## src/rtl/sa_skew_feeder.sv

```systemverilog
// sa_skew_feeder: diagonally skews unskewed A/B beats for the sa_2D array and
// brackets each job with an accumulator clear and a zero flush.
module sa_skew_feeder #(
    parameter int WIDTH = 8,
    parameter int HPE   = 4,
    parameter int VPE   = 4,
    parameter int KW    = 8
) (
    input  logic                 CLK,
    input  logic                 RST,
    input  logic                 START,
    input  logic [KW-1:0]        K_LEN,
    input  logic                 IN_VALID,
    output logic                 IN_READY,
    input  logic [WIDTH*HPE-1:0] A_IN,
    input  logic [WIDTH*VPE-1:0] B_IN,
    output logic [WIDTH*HPE-1:0] AA,
    output logic [WIDTH*VPE-1:0] BB,
    output logic                 PE_CLR,
    output logic                 BUSY,
    output logic                 DONE
);
    localparam int F  = HPE + VPE + ((HPE > VPE) ? HPE : VPE) - 2;
    localparam int FW = $clog2(F + 1);

    typedef enum logic [2:0] {IDLE, CLEAR, STREAM, FLUSH, FIN} state_t;

    state_t                 state_q;
    logic [KW-1:0]          klen_q, cnt_q, cnt_d;
    logic [FW-1:0]          fcnt_q;
    logic                   ready_q, clr_q, busy_q, done_q;
    logic                   accept;
    logic [WIDTH*HPE-1:0]   a_inj;
    logic [WIDTH*VPE-1:0]   b_inj;

    assign accept   = IN_VALID & ready_q;
    assign cnt_d    = cnt_q + KW'(1);
    // Cycles without an accepted beat inject zeros on both sides, keeping A/B aligned
    assign a_inj    = accept ? A_IN : '0;
    assign b_inj    = accept ? B_IN : '0;
    assign IN_READY = ready_q;
    assign PE_CLR   = clr_q;
    assign BUSY     = busy_q;
    assign DONE     = done_q;

    always_ff @(posedge CLK or negedge RST) begin
        if (!RST) begin
            state_q <= IDLE;
            klen_q  <= '0;
            cnt_q   <= '0;
            fcnt_q  <= '0;
            ready_q <= 1'b0;
            clr_q   <= 1'b0;
            busy_q  <= 1'b0;
            done_q  <= 1'b0;
        end else begin
            case (state_q)
                IDLE: if (START) begin
                    klen_q  <= K_LEN;
                    cnt_q   <= '0;
                    clr_q   <= 1'b1;
                    busy_q  <= 1'b1;
                    state_q <= CLEAR;
                end
                CLEAR: begin
                    clr_q <= 1'b0;
                    if (klen_q != '0) begin
                        ready_q <= 1'b1;
                        state_q <= STREAM;
                    end else begin
                        done_q  <= 1'b1;
                        state_q <= FIN;
                    end
                end
                STREAM: if (accept) begin
                    cnt_q <= cnt_d;
                    if (cnt_d == klen_q) begin
                        ready_q <= 1'b0;
                        state_q <= FLUSH;
                    end
                end
                FLUSH: begin
                    if (fcnt_q == FW'(F - 1)) begin
                        fcnt_q  <= '0;
                        done_q  <= 1'b1;
                        state_q <= FIN;
                    end else begin
                        fcnt_q <= fcnt_q + FW'(1);
                    end
                end
                FIN: begin
                    done_q  <= 1'b0;
                    busy_q  <= 1'b0;
                    state_q <= IDLE;
                end
                default: state_q <= IDLE;
            endcase
        end
    end

    // Lane i is an (i+1)-deep chain; newest stage at the bottom, output is the top stage
    for (genvar i = 0; i < HPE; i++) begin : g_a
        logic [(i+1)*WIDTH-1:0] ch_q;
        always_ff @(posedge CLK or negedge RST) begin
            if (!RST) ch_q <= '0;
            else      ch_q <= (ch_q << WIDTH) | ((i+1)*WIDTH)'(a_inj[i*WIDTH +: WIDTH]);
        end
        assign AA[i*WIDTH +: WIDTH] = ch_q[i*WIDTH +: WIDTH];
    end

    for (genvar i = 0; i < VPE; i++) begin : g_b
        logic [(i+1)*WIDTH-1:0] ch_q;
        always_ff @(posedge CLK or negedge RST) begin
            if (!RST) ch_q <= '0;
            else      ch_q <= (ch_q << WIDTH) | ((i+1)*WIDTH)'(b_inj[i*WIDTH +: WIDTH]);
        end
        assign BB[i*WIDTH +: WIDTH] = ch_q[i*WIDTH +: WIDTH];
    end
endmodule

```

## config.mk

```make
export PLATFORM = sky130hd
export DESIGN_NAME = sa_skew_feeder
export DESIGN_NICKNAME = d
export VERILOG_FILES = /design/src/rtl/sa_skew_feeder.sv
export SDC_FILE = /design/constraint.sdc
export NUM_CORES = 1
export LEC_CHECK = 0
export CORE_ASPECT_RATIO = 1.1
export CORE_MARGIN = 3
export CORE_UTILIZATION = 46
export CTS_BUF_LIST = sky130_fd_sc_hd__clkbuf_8
export DETAILED_ROUTE_END_ITERATION = 6
export PLACE_DENSITY = 0.74
export SYNTH_ARGS = -nofsm -noshare
export SYNTH_HDL_FRONTEND = slang
export SYNTH_SLANG_ARGS = --single-unit
```

## constraint.sdc

```tcl
create_clock -name CLK -period 2.6 [get_ports CLK]
set_clock_uncertainty 0.15 [all_clocks]
set_input_delay 0.52 -clock CLK [delete_from_list [all_inputs] [get_ports CLK]]
set_output_delay 0.52 -clock CLK [all_outputs]
set_load 0.05 [all_outputs]
```

Word level (Yosys, flattened, before mapping):

Index checks and enable logic that the tools add are counted.

* flip-flop bits (word level): 187
* input port bits: 76
* output and inout bits: 68
* logic and storage cells: 73

* $add $sub $neg: 2
* equal/unequal tests: 12
* multiplexer cells: 22
* bitwise gates (word level): 7
* reduce and logical (&&, ||, !) cells: 14

Operators with widths (number)
* 2-to-1 mux 32 bit: 2
* bitwise OR 32 x 8 -> 32 bit: 2
* bitwise OR 24 x 8 -> 24 bit: 2
* bitwise OR 16 x 8 -> 16 bit: 2
* 2-to-1 mux 8 bit: 2
* one-hot mux 8 bit (2 select lines): 1
* 2-to-1 mux 3 bit: 5
* != test 2 bit, second input constant: 6
* one-hot mux 3 bit (4 select lines): 1
* adder 8 x 1 -> 8 bit, second input constant: 1
* equality test 8 bit: 1
* AND reduction 4 bit: 2
* nonzero test 2 bit: 4
* nonzero test 8 bit: 1
* equality test 3 x 2 -> 1 bit, second input constant: 2
* 2-to-1 mux 1 bit: 6
* one-hot mux 1 bit (2 select lines): 3
* AND reduction 2 bit: 3
* AND reduction 3 bit: 2
* adder 4 x 1 -> 4 bit, second input constant: 1
* equality test 4 bit, second input constant: 1
* 2-to-1 mux 4 bit: 1
* equality test 3 x 1 -> 1 bit, second input constant: 1
* equality test 3 bit, second input constant: 1
* other kinds (4): 4

Longest topological paths before layout:

* depth after elaboration: 5
* mapped depth: 7
* depth with buffers taken out: 7

Worst setup path before layout:

No wires, ideal clock.

* path type: reg2reg
* start point: reg cnt_q[0]
* end point: reg ready_q, in the netlist IN_READY
* setup time: 121 ps
* arrival time: 2187 ps
* required time: 2329 ps
* slack: 142 ps
* cell stages (with the launch flop): 8
* path buffers: 0
* period minus slack after synthesis: 2458 ps
* cell sequence: dfrtp_1 > ha_1 > and3_1 > xnor2_1 > o21ai_0 > a221o_1 > or4_4 > o22a_1

* longest elaborated chain between the ends: 4

Ends and longest elaborated chain
* start, declared: RTL line 29 `logic [KW-1:0] klen_q, cnt_q, cnt_d;`
* start signal, assigned: RTL line 76 `cnt_q <= cnt_d;`
* adder 8 x 1 -> 8 bit: RTL line 37 `assign cnt_d = cnt_q + KW'(1);`
* equality test 8 bit: RTL line 77 `if (cnt_d == klen_q) begin`
* != test 2 bit (no source line)
* AND reduction 4 bit (no source line)
* end signal, assigned: RTL line 52 `ready_q <= 1'b0;`
* end signal, assigned: RTL line 68 `ready_q <= 1'b1;`
* end signal, assigned: RTL line 78 `ready_q <= 1'b0;`
* end, declared: RTL line 31 `logic ready_q, clr_q, busy_q, done_q;`

No other way between the ends.
A chain may end at the register's enable or synchronous reset.

Worst setup path in the final report:

Ends and elaborated chain as after synthesis.

==> flow_summary_export.csv <==
group,metric,value,unit
status,run_status,"complete, no violations",
detailed_routing,viasPerCell,4.88,
synthesis,synth_area,0.00624,sq mm
sta,fin_crit_sh,0.964,
layout,layout-drive-gt1-share,0.0859,
layout,syn_to_final_growth,26.5,%
detailed_routing,drc,0,
clocking,insertion_delay,450,ps
detailed_routing,wl_per_cell,15.7,um
hold_path,min_path_type,"reg -> reg",
setup_path,cp_common_cell,"and3_1",
sta,drv_slew,0,
layout,multi_input_area,0.00111,sq mm
synthesis,yosys_most_used_dff,"dfrtp_1",
sta,worst_slack,92.7,ps
global_routing,grt_overflow,0,
global_routing,grt_first_pass_wirelength,18.1,mm
setup_path,setup.worst_path.start_class,"flip-flop",
synthesis,synth_edf_count,0,
setup_path,worstPathArrival,2700,ps
synthesis,synth-simple-area-share,0.109,
placed_design,port_buffers,143,
sta,setup-tns-final,0,ps
floorplanning,top_level_ports,144,
clocking,cts_made_buffers,17,
setup_path,crit_path_cell_trace,"buf_4, and3_1, and3_1, xnor2_1, a221o_1, or4_4, o22a_1",
sta,setup_viol,0,
clocking,cts_tree,"done",
job,max-cap-violations,0,
layout,fill_cells,1033,
global_routing,antenna_found_initial,0,
placed_design,placed_cells,675,
sta,tightest_slew,609,ps
floorplanning,start_util,0.472,
setup_path,worstPathRequired,2790,ps
global_routing,grt_pass1_vias,3562,
layout,instances_no_fill,708,
clocking,post-cts-setup-buffer-count,0,
global_routing,grt_start_max_net_pins,76,
synthesis,synth_top_family_by_area,"simple AND/OR/NAND/NOR gates",
synthesis,ys_async_sr_fraction,1.00,
synthesis,synthMuxAreaShare,0.0144,
sta,rsz0062_at_grt,"false",
layout,fin_nets,611,
detailed_routing,detail-route-antenna-nets,0,
floorplanning,die_width,117,um
clocking,cts.htree.levels,4,
floorplanning,core_area,0.0132,sq mm
pwr,p_per_area,940,mW/mm^2
synthesis,synth_compound_area_frac,0.0359,
placed_design,pre_cts_ws,79.9,ps
layout,seqCellArea,0.00468,sq mm
clocking,clock-sinks,187,
detailed_routing,vias,3456,
synthesis,synth_fa_ha_area_frac,0.00201,
pwr,power,7.41,mW
synthesis,yosysUniqueCellTypes,36,
setup_path,crit_slowest_cell,"or4_4",
sta,maxSlewHeadroom,0.594,
layout,antenna_cells,0,
synthesis,synthCells,433,
floorplanning,fp.dieArea,0.0150,sq mm
synthesis,syn-num-nets,510,
synthesis,synth-seq-area-share,0.750,
sta,finalCriticalPeriod,2510,ps
sta,finalHoldViolations,0,
floorplanning,num_rows,44,
setup_path,path_max_fanout,8,
floorplanning,die_h,128,um
clocking,cts_root_buf,"clkbuf_8",
setup_path,critPathKind,"reg -> reg",
global_routing,grt_usage,0.160,
layout,final_util,0.597,
detailed_routing,drt_iter0_markers,254,
pwr,p_leak,3.81,nW
synthesis,ys_ff_latch,187,
sta,fmax,0.399,GHz
setup_path,crit_path_max_incr_delay,520,ps
synthesis,synth_warnings,0,
clocking,clockBufferDepth,2,
detailed_routing,routed_wl,11.1,mm
setup_path,crit_buf_inv,1,
synthesis,avgSynthCellArea,14.4,sq um
placed_design,gp_congestion,0.850,
setup_path,end_kind,"flip-flop",
clocking,clk_pin_slew,100,ps
setup_path,crit_family,"simple AND/OR/NAND/NOR gates",
synthesis,synth-xor-area-share,0.0154,
placed_design,hpwl,7.54,mm
detailed_routing,dr.pass1.iters,4,
pwr,ir_drop,0.446,mV
==> report_power, final <==
part / total, mW / internal (mW) / switching, mW
clock network: 1.75 / 0.698 / 1.06
registers: 3.68 / 3.42 / 0.260
logic: 1.98 / 0.750 / 1.23
==> final timing paths <==
path | startpoint | endpoint | slack [ps] | cells past startpoint
max | cnt_q[0]$_DFFE_PN0P_ | IN_READY$_DFFE_PN0P_ | 90 | 7
min | g_a[2].ch_q[1]$_DFF_PN0_ | g_a[2].ch_q[9]$_DFF_PN0_ | 200 | 0
max reg2reg | cnt_q[0]$_DFFE_PN0P_ | IN_READY$_DFFE_PN0P_ | 90 | 7
min reg2reg | g_a[2].ch_q[1]$_DFF_PN0_ | g_a[2].ch_q[9]$_DFF_PN0_ | 200 | 0
max in group asynchronous | RST | g_b[3].ch_q[9]$_DFF_PN0_ | 1040 | 3
min in group asynchronous | RST | g_b[0].ch_q[3]$_DFF_PN0_ | 480 | 2
==> layout make-up <==
type | count | area share
flip-flops and latches | 187 | 0.593
repair buffers | 150 | 0.193
multi-input cells | 175 | 0.141
clock buffers | 17 | 0.0297
well taps | 161 | 0.0255
clock inverters | 15 | 0.0163
inverters | 3 | 0.00143
==> stage by stage <==
| step | cell area (sq um) | hold slack (ps) |
|---|---|---|
| 2_1_floorplan | 6240 | 74.4 |
| 3_3_place_gp | 7510 | 181 |
| 3_5_place_dp | 7510 | 185 |
| 4_1_cts | 7880 | 198 |
| 5_1_grt | 7890 | 205 |
| 6_report | 7890 | 200 |
==> Yosys cell counts (3+ instances only) <==
cell	count	share of area
nand2_1	10	0.0060
mux2_1	8	0.014
o21ai_1	12	0.0096
o21ai_0	3	0.0024
nor3b_1	3	0.0036
xnor2_1	5	0.0070
nand3_1	3	0.0024
dfrtp_1	187	0.75
and3_1	68	0.068
xor2_1	6	0.0084
clkbuf_1	18	0.011
buf_4	48	0.058
a21oi_1	11	0.0088
nor3_1	6	0.0048
nor2_1	15	0.0090
==> logic make-up (layout without fill, tap and decap cells) <==
family | Yosys count | in the layout
xor+xnor | 11 | 11
buf+inv | 71 | 185
fa+ha+maj | 1 | 1
compound gates | 37 | 37
flops | 187 | 187
mux | 8 | 8
simple gates | 118 | 118
==> placed cells by master (no fill, tap or decap), types with 6 or more instances in the layout <==
cell	n
mux2_1	8
nand2_1	10
and3_1	67
clkbuf_8	18
clkdlybuf4s50_1	140
a21oi_1	11
o21ai_1	12
xor2_1	6
dfrtp_1	187
inv_6	7
nor3_1	6
nor2_1	15
==> state kept, by name, indices dropped and copies added (netlist names) <==
register	count
BUSY	1
DONE	1
IN_READY	1
PE_CLR	1
cnt_q	8
fcnt_q	4
g_a.ch_q	80
g_b.ch_q	80
klen_q	8
state_q	3
==> per-layer routing <==
metal,up-vias,global-route usage,wire length [um]
li1,1604,-,-
met1,1725,0.203,4530
met2,112,0.257,5800
met3,15,0.0411,529
met4,0,0.0762,241
met5,-,0,0
==> timing repair <==
| action | 4_1_cts | 5_1_grt |
|---|---|---|
| setup endpoints to repair | 0 | 2 |
| resized for setup | 0 | 3 |
| endpoints found under the hold margin | 73 | 0 |
| hold buffers | 1 | 0 |
(Power assumes the default switching activity.)
